==> src/rtl/rotate_pipe.sv <==
// Pipelined funnel shifter: one 2W-bit register stage per shift-amount bit, valid/ready handshake.
// Optional zero-result flag on port Z when ROTATE_PIPE_ZERO_FLAG_EN is defined.
module rotate_pipe #(
    parameter int W  = 32,
    parameter int KW = $clog2(W)
) (
    input  logic          clk,
    input  logic          rst_n,
    input  logic          in_valid,
    output logic          in_ready,
    input  logic [W-1:0]  A,
    input  logic [W-1:0]  B,
    input  logic [KW-1:0] K,
    input  logic          right,
    output logic          out_valid,
    input  logic          out_ready,
    output logic [W-1:0]  F
`ifdef ROTATE_PIPE_ZERO_FLAG_EN
    ,
    output logic          Z
`endif
);

    localparam int STAGES = KW;
    localparam int WW     = 2 * W;

    logic [WW-1:0]     word_q  [STAGES];
    logic [WW-1:0]     word_d  [STAGES];
    logic [KW-1:0]     k_q     [STAGES];
    logic [KW-1:0]     k_d     [STAGES];
    logic [STAGES-1:0] valid_q, valid_d;
    logic [STAGES-1:0] right_q, right_d;
    logic              stall;

    function automatic logic [WW-1:0] stage_shift(input logic [WW-1:0] w, input logic en,
                                                  input logic dir_r, input int amt);
        if (!en)
            return w;
        return dir_r ? (w >> amt) : (w << amt);
    endfunction

    assign stall     = valid_q[STAGES-1] && !out_ready;
    assign in_ready  = !stall;
    assign out_valid = valid_q[STAGES-1];
    assign F         = right_q[STAGES-1] ? word_q[STAGES-1][W-1:0] : word_q[STAGES-1][WW-1:W];

    // k carries only the not-yet-applied amount bits: each stage consumes bit 0 and shifts it out.
    always_comb begin
        word_d  = word_q;
        k_d     = k_q;
        valid_d = valid_q;
        right_d = right_q;
        if (!stall) begin
            valid_d[0] = in_valid;
            right_d[0] = right;
            k_d[0]     = K >> 1;
            word_d[0]  = stage_shift({A, B}, K[0], right, 1);
            for (int i = 1; i < STAGES; i++) begin
                valid_d[i] = valid_q[i-1];
                right_d[i] = right_q[i-1];
                k_d[i]     = k_q[i-1] >> 1;
                word_d[i]  = stage_shift(word_q[i-1], k_q[i-1][0], right_q[i-1], 1 << i);
            end
        end
    end

    always_ff @(posedge clk or negedge rst_n) begin
        if (!rst_n) begin
            valid_q <= '0;
            right_q <= '0;
            for (int i = 0; i < STAGES; i++) begin
                word_q[i] <= '0;
                k_q[i]    <= '0;
            end
        end else begin
            valid_q <= valid_d;
            right_q <= right_d;
            for (int i = 0; i < STAGES; i++) begin
                word_q[i] <= word_d[i];
                k_q[i]    <= k_d[i];
            end
        end
    end

`ifdef ROTATE_PIPE_ZERO_FLAG_EN
    logic [W-1:0] f_d;
    logic         z_d, z_q;

    // Flag is computed from the next last-stage word so it updates on the same edge as F.
    always_comb begin
        f_d = right_d[STAGES-1] ? word_d[STAGES-1][W-1:0] : word_d[STAGES-1][WW-1:W];
        z_d = (f_d == '0);
    end

    always_ff @(posedge clk or negedge rst_n) begin
        if (!rst_n)
            z_q <= 1'b0;
        else
            z_q <= z_d;
    end

    assign Z = z_q;
`endif

endmodule

==> config.mk <==
export PLATFORM = sky130hd
export DESIGN_NAME = rotate_pipe
export DESIGN_NICKNAME = d
export VERILOG_FILES = /design/src/rtl/rotate_pipe.sv
export SDC_FILE = /design/constraint.sdc
export NUM_CORES = 1
export LEC_CHECK = 0
export BUFFER_PORTS_ARGS = -buffer_cell sky130_fd_sc_hd__buf_2
export CORE_MARGIN = 5
export CORE_UTILIZATION = 30
export CTS_BUF_LIST = sky130_fd_sc_hd__clkbuf_2
export CTS_CLUSTER_DIAMETER = 200
export DETAILED_ROUTE_END_ITERATION = 12
export GPL_TIMING_DRIVEN = 0
export PLACE_DENSITY = 0.52
export SYNTH_ARGS = -nofsm -noshare
export SYNTH_HDL_FRONTEND = slang
export SYNTH_SLANG_ARGS = --single-unit
==> constraint.sdc <==
create_clock -name clk -period 2.6 [get_ports clk]
set_clock_uncertainty 0.05 [all_clocks]
set_input_delay 0.13 -clock clk [delete_from_list [all_inputs] [get_ports clk]]
set_output_delay 0.13 -clock clk [all_outputs]
set_load 0.1 [all_outputs]
# Word level (Yosys, flattened, before mapping)
# Cells that the tools add are included.
[word_totals]
ff_bits = 340
input_bits = 74
output_inout_bits = 34
word_cells = 40
[classes]
n_mux = 26
n_reduce_logical = 3
[op_table]
columns = ["operator", "n"]
rows = [
  ["two-way mux 64 bit", 15],
  ["two-way mux 32 bit", 1],
  ["two-way mux 1 bit", 10],
  ["logical NOT 1 bit", 2],
  ["logical AND 1 bit", 1],
]

# Longest topological paths before layout
[depth]
depth_word = 4
ltp_mapped = 7

# Worst setup path before layout
# No wires, ideal clock.
[synth_path]
path_kind = "register to register"
start = "register valid_q[4]"
end = "register word_q[126] (netlist name)"
setup_time_ps = 158
arrival_ps = 1991
required_time_ps = 2392
slack_ps = 401
path_stages_with_launch = 7
path_cell_list = "dfrtp_1 nor2b_1 buf_2 inv_2 buf_4 buf_2 a31oi_1"
[synth_between]
elab_chain_len = 1
[synth_lines]
columns = ["element", "line", "rtl"]
rows = [
  ["start, declared", "31", "logic [STAGES-1:0] valid_q, valid_d;"],
  ["start signal, assigned", "76", "valid_q <= valid_d;"],
  ["logical AND 1 bit", "42", "assign stall = valid_q[STAGES-1] && !out_ready;"],
  ["end signal, assigned by index", "79", "word_q[i] <= word_d[i];"],
  ["end, declared", "27", "logic [WW-1:0] word_q [STAGES];"],
]
# No other way between the ends.
# A chain may end at the register's enable or synchronous reset.

# Worst setup path after layout
[layout_path]
start = "input port A[18]"
end = "register word_q[306] (netlist name)"
[layout_between]
elab_chain_len = 2
[layout_lines]
columns = ["element", "line", "rtl"]
rows = [
  ["start, declared", "11", "input logic [W-1:0] A,"],
  ["two-way mux 64 bit", "37", "if (!en)"],
  ["two-way mux 64 bit", "39", "return dir_r ? (w >> amt) : (w << amt);"],
]
# No other way between the ends. The select of a mux whose other input is x is not followed.

==> flow_summary.ini <==
[die]
core-area_sq_um = 57400
dieArea_sq_um = 62500
fp-row-count = 88
die_width_um = 250
initial_core_util_pct = 30.1
die_y_um = 250
io_pins = 108

[critical_path]
cp.arrival_ps = 3380
endpoint_kind = flip-flop
crit_required_ps = 3510
reg2reg_to = word_q[257]
startpoint_type = input port
rrSetupSlack_ps = 130
worst_r2r_path_depth = 7
r2r_start = valid_q[4]
crit_fanout = 2
worstSetupPathType = input port to flip-flop

[yosys]
syn_area_sq_um = 17300
synth_edf_count = 0
synthesis.nets = 1920
yosys-top-cells-area = dfrtp_1 49%, a21oi_1 11%, nor2_1 8.1%, a22oi_1 7.8%, mux2i_1 4.1%
synth_top_area_share_pct = 49.2
yosysUniqueCellTypes = 27
synth-xor-area-share_pct = 0
asyncSetResetFlopFracSynth_pct = 100
synth_top_area_cell = dfrtp_1
synth_compound_area_share_pct = 28.6
synth_top_family_by_area = compound AO/OA/AOI/OAI gates
netlist_instances = 1846
yosys_warnings = 0
synth.mux.area_fraction_pct = 6.19
synth-seq-cells = 340
synthSimpleGateAreaFrac_pct = 10.1
syn_area_per_cell_sq_um = 9.37
ys.flop_type = dfrtp_1
synth_fa_ha_area_share_pct = 0
seq_area_frac_synth_pct = 49.2

[cts]
clkLatencyLatePin_ps = 1070
cts_tree = done
clk_path_buf_depth = 3
clk_pin_slew_worst_paths_ps = 110
cts_buffers = 94
root_buffer = clkbuf_2
cts_max_level = 3
cts.sinks = 340

[placement]
place_congestion = 0.941
dp_hpwl_mm = 45.5
port_buffers = 105
placed_cell_area_sq_um = 18900

[sta]
slew_headroom_pct = 53.6
rsz0062_at_grt = no
tightest_slew_ps = 696
finalHoldViolations = 0
setup_viol = 0
setup-tns-final_ps = 0
finalCriticalPeriod_ps = 2470
max_freq_mhz = 405
holdWs_ps = 244
slew_violations = 0
period_share_pct = 95.0

[worst_hold_path]
holdPathEnd = word_q[316]
min-delay-start = right
min_path_type = input port to flip-flop
min_path_cells = 5

[route]
drt_iter0_drc = 1775
drc_errors = 0
vias = 16800
firstDrtPassIters = 7
avgViaCountPerCell = 5.32
antenna_left = 0
wl_mm = 64.1
wire_per_inst_um = 20.3

[layout]
multiInputGateArea_sq_um = 7760
final_cell_mix = 374 x nor2_1, 374 x a21oi_1, 339 x dfrtp_1
final_core_util_pct = 39.5
n_fill_cell = 5809
area_growth_pct = 30.9
final_area_sq_um = 22600
seq_area_sq_um = 8510
nets = 2406
layout-drive-gt1-share_pct = 18.2

[global_routing]
grt_remaining_overflow = 0
grt_first_pass_wirelength_mm = 100
grt_max_degree = 118
antenna_found_initial = 1
grtUsageTotal_pct = 20.0
grt_pass1_vias = 17157

[power]
p_sw_w = 0.0148
p_clk_share_pct = 12.9
p_sw_share_pct = 50.0
p_int_w = 0.0148
power_frac_seq_pct = 37.7
ir_worst_vdd_mv = 1.32
combPwrFrac_pct = 49.3
leakage_nw = 10.2
p_per_area_nw_per_um2 = 1300

[status]
status = completed

[job]
maxCapViolCount = 0
[per-stage QoR]
step / power, W / cells / setup WS, ps
final: 0.0295 / 3158 / 129
after detailed placement: 0.0246 / 2719 / 431
after global routing: 0.0314 / 3158 / 0.301
after floorplan: 0.0201 / 1846 / 401
after CTS: 0.0295 / 3157 / 8.94
after global placement: 0.0245 / 2716 / -5480
[power by group through the flow]
stage          Sequential [W]  Clock, W  Combinational [W]
5_1_grt                0.0114   0.00427             0.0158
2_1_floorplan         0.00963         0             0.0105
4_1_cts                0.0110   0.00396             0.0145
3_3_place_gp           0.0110         0             0.0134
6_report               0.0111   0.00382             0.0146
3_5_place_dp           0.0111         0             0.0135
[metal layers]
layer  GRT usage [%]  wire length, um  part of all wire, %  up-vias
met3            3.34             4040                  6.3      160
met1            26.8            27700                   43     8199
met4            7.94             2380                  3.7        0
li1                -                -                    -     7769
met2            32.5            30000                   47      672
met5               0                0                    0        -
[logic make-up after synthesis]
logic type	Yosys count
simple gates	447
buf+inv	186
compound gates	770
mux	103
flops	340
[area by class of cell]
cell class	count	area share (%)
repair buffers	392	15.7
multi-input cells	1320	34.3
inverters	5	0.105
plain buffers	179	4.58
clock inverters	22	0.597
flip-flops and latches	340	37.6
diodes	1	0.0111
clock buffers	134	2.96
well taps	765	4.23
[how the worst max path moves through the flow]
stage | end | slack [ps] | from | cells past startpoint
floorplan | word_q[126] | 400 | valid_q[4] | 6
global placement | word_q[306] | -5480 | rst_n | 1
detailed placement | in_ready | 430 | valid_q[4] | 6
CTS | F[29] | 9 | right_q[4] | 3
global route | word_q[306] | 0.3 | valid_q[4] | 7
finish | word_q[306] | 130 | A[18] | 9
[repair_timing]
item / 4_1_cts / 5_1_grt
setup endpoints to repair: 33 / 5
hold buffers: 282 / 0
gates resized for setup: 49 / 2
gates cloned: 0 / 0
endpoints found under the hold margin: 521 / 0
pin swaps: 0 / 0
setup buffers: 2 / 0
[cell usage after synthesis, drive strengths merged (5+ instances only)]
cell / count
a211oi: 71
a21o: 71
a21oi: 374
a221oi: 55
a22oi: 187
a31oi: 7
buf: 131
clkbuf: 50
dfrtp: 340
inv: 5
mux2: 32
mux2i: 71
nand2: 55
nand3b: 6
nor2: 374
nor2b: 6
o21ai: 5
[critical path, cell delays in order]
cell and delay, ps:
dlygate4sd3_1 530, buf_2 140, dlygate4sd3_1 570, nor2_1 90
dlygate4sd3_1 550, a211oi_1 50, dlygate4sd3_1 600, a21o_1 160
dlygate4sd3_1 570
[registers in the layout, indices dropped and copies added, names as in the netlist]
name,count
word_q,320
k_q,10
valid_q,5
right_q,5
(Power assumes the default switching activity.)
